## config.mk

```make
export PLATFORM = sky130hd
export DESIGN_NAME = hazard_fwd_ctrl
export DESIGN_NICKNAME = d
export VERILOG_FILES = /design/src/rtl/pipe_pkg.sv /design/src/rtl/md_busy_cnt.sv /design/src/rtl/hazard_fwd_ctrl.sv
export SDC_FILE = /design/constraint.sdc
export NUM_CORES = 1
export LEC_CHECK = 0
export ABC_AREA = 0
export BUFFER_PORTS_ARGS = -buffer_cell sky130_fd_sc_hd__buf_2
export CAP_MARGIN = 25
export CORE_UTILIZATION = 55
export DETAILED_ROUTE_END_ITERATION = 10
export PLACE_DENSITY_LB_ADDON = 0.3
export SLEW_MARGIN = 20
export SYNTH_ARGS = -nofsm -noshare
export SYNTH_HDL_FRONTEND = slang
export SYNTH_SLANG_ARGS = --single-unit
```

## constraint.sdc

```tcl
create_clock -name clk -period 2.9 [get_ports clk]
set_input_delay 0.435 -clock clk [delete_from_list [all_inputs] [get_ports clk]]
set_output_delay 0.435 -clock clk [all_outputs]
set_load 0.03 [all_outputs]
```

## src/rtl/pipe_pkg.sv

```systemverilog
// rtl/pipe_pkg.sv - shared constants, stage shadow type and helpers for the hazard/forwarding controller
package pipe_pkg;

  localparam int PIPE_AW = 5;
  localparam int PIPE_TW = 2;

  localparam logic [1:0] FWD_SRC0 = 2'b00;
  localparam logic [1:0] FWD_SRC1 = 2'b01;
  localparam logic [1:0] FWD_SRC2 = 2'b10;

  localparam logic [PIPE_TW-1:0] TUSE_NONE = 2'd3;

  typedef struct packed {
    logic [PIPE_AW-1:0] rs;
    logic [PIPE_AW-1:0] rt;
    logic [PIPE_AW-1:0] a3;
    logic [PIPE_TW-1:0] tnew;
  } stage_info_t;

  // One stage further down the pipe: the result is one cycle closer to existing.
  function automatic stage_info_t stage_age(input stage_info_t s);
    stage_info_t r;
    r = s;
    if (s.tnew != '0) r.tnew = s.tnew - PIPE_TW'(1);
    return r;
  endfunction

  function automatic logic reg_hit(input logic [PIPE_AW-1:0] src, input logic [PIPE_AW-1:0] dst);
    return (dst != '0) && (src == dst);
  endfunction

endpackage

```

## src/rtl/md_busy_cnt.sv

```systemverilog
// rtl/md_busy_cnt.sv - multiply/divide unit occupancy counter, instantiated only when HAZ_MD_EN is defined
module md_busy_cnt #(
  parameter int MULT_CYCLES = 5,
  parameter int DIV_CYCLES  = 10
) (
  input  logic clk_i,
  input  logic reset_ni,
  input  logic md_start_i,
  input  logic md_div_i,
  output logic md_busy_o
);

  logic [3:0] cnt_q;
  logic [3:0] cnt_d;

  always_comb begin
    cnt_d = cnt_q;
    if (md_start_i) begin
      cnt_d = md_div_i ? 4'(DIV_CYCLES) : 4'(MULT_CYCLES);
    end else if (cnt_q != 4'd0) begin
      cnt_d = cnt_q - 4'd1;
    end
  end

  always_ff @(posedge clk_i or negedge reset_ni) begin
    if (!reset_ni) begin
      cnt_q <= 4'd0;
    end else begin
      cnt_q <= cnt_d;
    end
  end

  // The start itself already occupies the unit during its E cycle.
  assign md_busy_o = (cnt_q != 4'd0) | md_start_i;

endmodule

```

## src/rtl/hazard_fwd_ctrl.sv

```systemverilog
// rtl/hazard_fwd_ctrl.sv - 5-stage pipeline stall and forwarding-select controller; HAZ_MD_EN enables MD busy stalls
module hazard_fwd_ctrl
  import pipe_pkg::*;
#(
  parameter int REG_AW      = 5,
  parameter int TW          = 2,
  parameter int MULT_CYCLES = 5,
  parameter int DIV_CYCLES  = 10
) (
  input  logic              clk,
  input  logic              reset_n,
  input  logic [REG_AW-1:0] d_rs,
  input  logic [REG_AW-1:0] d_rt,
  input  logic [TW-1:0]     d_tuse_rs,
  input  logic [TW-1:0]     d_tuse_rt,
  input  logic [REG_AW-1:0] d_a3,
  input  logic [TW-1:0]     d_tnew,
  input  logic              d_md_start,
  input  logic              d_md_div,
  input  logic              d_md_use,
  output logic              stall,
  output logic [1:0]        fwd_d_rs,
  output logic [1:0]        fwd_d_rt,
  output logic [1:0]        fwd_e_rs,
  output logic [1:0]        fwd_e_rt,
  output logic [1:0]        fwd_m_rt,
  output logic              md_busy
);

  stage_info_t e_q, m_q, w_q, d_info, e_d;
  logic        e_md_start_q, e_md_div_q, e_md_start_d, e_md_div_d;
  logic        stall_rs, stall_rt, md_busy_w;
  logic        unused_bits;

  // The youngest matching producer decides; an older one behind it is never consulted.
  function automatic logic op_stall(input logic [PIPE_AW-1:0] src, input logic [PIPE_TW-1:0] tuse,
                                    input stage_info_t e, input stage_info_t m);
    if (tuse == TUSE_NONE) return 1'b0;
    if (reg_hit(src, e.a3)) return e.tnew > tuse;
    if (reg_hit(src, m.a3)) return m.tnew > tuse;
    return 1'b0;
  endfunction

  function automatic logic [1:0] d_sel(input logic [PIPE_AW-1:0] src, input stage_info_t e,
                                       input stage_info_t m);
    if (reg_hit(src, e.a3)) return (e.tnew == '0) ? FWD_SRC1 : FWD_SRC0;
    if (reg_hit(src, m.a3)) return (m.tnew == '0) ? FWD_SRC2 : FWD_SRC0;
    return FWD_SRC0;
  endfunction

  function automatic logic [1:0] e_sel(input logic [PIPE_AW-1:0] src, input stage_info_t m,
                                       input stage_info_t w);
    if (reg_hit(src, m.a3) && (m.tnew == '0)) return FWD_SRC1;
    if (reg_hit(src, w.a3)) return FWD_SRC2;
    return FWD_SRC0;
  endfunction

  assign d_info = '{rs: d_rs, rt: d_rt, a3: d_a3, tnew: d_tnew};

  assign stall_rs = op_stall(d_rs, d_tuse_rs, e_q, m_q);
  assign stall_rt = op_stall(d_rt, d_tuse_rt, e_q, m_q);
  assign stall    = stall_rs | stall_rt | (d_md_use & md_busy_w);

  assign fwd_d_rs = d_sel(d_rs, e_q, m_q);
  assign fwd_d_rt = d_sel(d_rt, e_q, m_q);
  assign fwd_e_rs = e_sel(e_q.rs, m_q, w_q);
  assign fwd_e_rt = e_sel(e_q.rt, m_q, w_q);
  assign fwd_m_rt = reg_hit(m_q.rt, w_q.a3) ? FWD_SRC1 : FWD_SRC0;
  assign md_busy  = md_busy_w;

  assign e_d          = stall ? '0 : d_info;
  assign e_md_start_d = ~stall & d_md_start;
  assign e_md_div_d   = ~stall & d_md_div;

  always_ff @(posedge clk or negedge reset_n) begin
    if (!reset_n) begin
      e_q          <= '0;
      m_q          <= '0;
      w_q          <= '0;
      e_md_start_q <= 1'b0;
      e_md_div_q   <= 1'b0;
    end else begin
      e_q          <= e_d;
      m_q          <= stage_age(e_q);
      w_q          <= stage_age(m_q);
      e_md_start_q <= e_md_start_d;
      e_md_div_q   <= e_md_div_d;
    end
  end

`ifdef HAZ_MD_EN
  md_busy_cnt #(
    .MULT_CYCLES(MULT_CYCLES),
    .DIV_CYCLES (DIV_CYCLES)
  ) u_md_busy_cnt (
    .clk_i     (clk),
    .reset_ni  (reset_n),
    .md_start_i(e_md_start_q),
    .md_div_i  (e_md_div_q),
    .md_busy_o (md_busy_w)
  );
  assign unused_bits = ^{m_q.rs, w_q.rs, w_q.rt, w_q.tnew};
`else
  assign md_busy_w   = 1'b0;
  assign unused_bits = ^{m_q.rs, w_q.rs, w_q.rt, w_q.tnew, e_md_start_q, e_md_div_q};
`endif

endmodule

```

==> run_results.csv <==
group,metric,value,unit
sta,tns,0,ns
sta,setup_viol,0,
worst_setup_path,crit_type,"flip-flop to output port",
place,io_buffer_count,32,
die,boundaryPins,38,
global_routing,grt_overflow,0,
synth,ys_types,38,
die,core_area,3420,um2
worst_setup_path,critPathArrivalTime,2.35,ns
sta,min_period,2.79,ns
sta,fmax,359,MHz
cts,clk_pin_slew,0.10,ns
cts,cts_buffers,5,
cts,cts_sinks,34,
cts,ctsLongestPathBuffers,2,
global_routing,grt_pass1_vias,1509,
drt,wirelength,3970,um
synth,syn_inst,176,
synth,ys_warn_count,0,
synth,synthDominantCellAreaShare,0.422,
place,dpl.hpwl,3070,um
synth,synth_seq_cells,34,
drt,wl_per_cell,15.6,um
sta,finalHoldViolCount,0,
synth,synthArstFlopShare,1.00,
synth,postSynthAreaPerCell,11.4,um2
sta,period_share,0.961,
sta,final_max_slew_viol_count,0,
synth,synthesis.area,2010,um2
global_routing,grt_max_degree,35,
final_layout,syn2layout_area_growth,10.9,%
drt,vias,1408,
sta,rsz0062_at_grt,"no",
synth,synth_most_common_cell,"dfrtp_1",
global_routing,antenna_found_initial,0,
sta,skew,0.00480,ns
power_and_ir_drop,leakage,1.01,nW
synth,seq_area_frac_synth,0.422,
final_layout,final_cells,254,
power_and_ir_drop,ir_drop,0.410,mV
min_path,worstHoldPathType,"input pin to asynchronous set/reset pin",
run,drv_cap,0,
final_layout,drive_above_1_share,0.288,
final_layout,n_antenna_cell,0,
die,die_h,62.5,um
worst_setup_path,start_kind,"flip-flop",
final_layout,fin_nets,241,
drt,remaining_drc_errors,0,
drt,vias_per_cell,5.54,
cts,h-tree-depth,2,
status,status,"finished, final reports clean",
die,dieArea,3910,um2
die,initial_core_util,0.590,
die,rows,21,
global_routing,grt_pass1_wl,7090,um
worst_setup_path,worstPathRequired,2.47,ns
drt,first_pass_iters,4,
sta,relSlewSlack,0.522,
cts,cts-root-buf,"clkbuf_4",
synth,synthTopCellsByArea,"dfrtp_1 42%, xor2_1 13%, xnor2_1 7.0%",
synth,yosysTopAreaCell,"dfrtp_1",
worst_setup_path,cp-end-kind,"output port",
power_and_ir_drop,power_density,466,nW/um2
drt,antenna_left,0,
synth,synth_common_cells,"34 x dfrtp_1, 29 x xor2_1, 16 x xnor2_1",
die,die_w,62.5,um
place,gp_congestion,0.838,
place,dp_cells,245,
worst_setup_path,critPathMaxFanout,4,
cts,clock_latency,0.34,ns
final_layout,final_util,0.654,
drt,drtIter0Drc,41,
global_routing,grt.total_usage,0.236,
synth,synth_edf_count,0,
cts,cts_tree,"built",
synth,synth_top_flop_cell,"dfrtp_1",
sta,worst_slew_pin_slew,0.717,ns
## worst paths after layout
kind | start | endpoint | slack, ns | cells after the start
hold / removal | reset_n | e_q[9] | 0.14 | 1
setup / recovery | e_q[3] | stall | 0.11 | 6
hold reg to reg | e_q[7] | m_q[7] | 0.46 | 0
min in group clk | d_a3[4] | e_q[6] | 0.35 | 2
setup reg to reg | e_q[3] | e_q[4] | 0.76 | 6
max in group asynchronous | reset_n | e_q[13] | 2.30 | 1
## what timing repair did
action,CTS,global route
endpoints found under the setup margin,1,1
pin swaps,1,0
cloned,0,0
buffers inserted,1,0
gates resized for setup,0,1
hold buffers,0,0
## area by class of cell
type,count,area [um2]
Sequential cell,34,851
Multi-Input combinational cell,123,1050
Clock inverter,1,5.00
Inverter,8,30.0
Fill cell,288,1180
Tap cell,46,57.6
Clock buffer,7,55.1
Timing Repair Buffer,35,183
## logic make-up after synthesis
kind of cell,Yosys count,synth area share
xor gates and xnor gates,45,0.196
adders and majority gates,8,0.0497
AOI/OAI and AO/OA,11,0.0472
DFF,34,0.422
other,1,0.00186
and+or+nand+nor,57,0.226
buffers and inverters,20,0.0571
## cell usage in the layout (no fill, tap or decap), drive strengths merged, types with 2 or more instances in the layout
master  count
a21oi       4
a221o       2
and4        2
buf        35
clkbuf      7
conb        2
dfrtp      34
ha          8
inv         8
nand2       4
nand3       4
nor2        8
nor3        7
nor4        5
nor4b      17
or3         2
or4         4
xnor2      16
xor2       29
## per-layer routing
| metal | share of wire | vias up | GRT usage |
|---|---|---|---|
| li1 | - | 675 | - |
| met3 | 0.046 | 12 | 0.0639 |
| met4 | 0.024 | 0 | 0.0930 |
| met1 | 0.40 | 689 | 0.274 |
| met5 | 0 | - | 0 |
| met2 | 0.53 | 32 | 0.410 |
## where the power goes
| part | internal (W) | switching, W | total, W |
|---|---|---|---|
| combinational | 0.000104 | 0.000108 | 0.000212 |
| sequential | 0.000510 | 0.0000495 | 0.000560 |
| clock | 0.000117 | 0.000151 | 0.000269 |
## per-stage QoR
stage	instance area, um2	hold WS (ns)	power, W	setup slack [ns]
finish	2230	0.144	0.00104	0.114
CTS	2230	0.157	0.00105	0.0822
global route	2230	0.170	0.00110	0.0306
floorplan	2020	0.139	0.000713	0.169
global placement	2170	0.438	0.000767	0.376
detailed placement	2170	0.440	0.000780	0.348
## sequential cells by signal (all words and copies together), names as in the netlist
name,flops
w_q,5
m_q,12
e_q,17
## worst max-delay path, cell delays in order (launching register included)
cell and delay [ns]:
dfrtp_1 0.45, or4_4 0.57, nor2_4 0.12, nand3b_1 0.16, a2bb2o_4 0.23, or3_1 0.30
buf_2 0.18
Note: power is estimated with default switching activity, not from simulation.
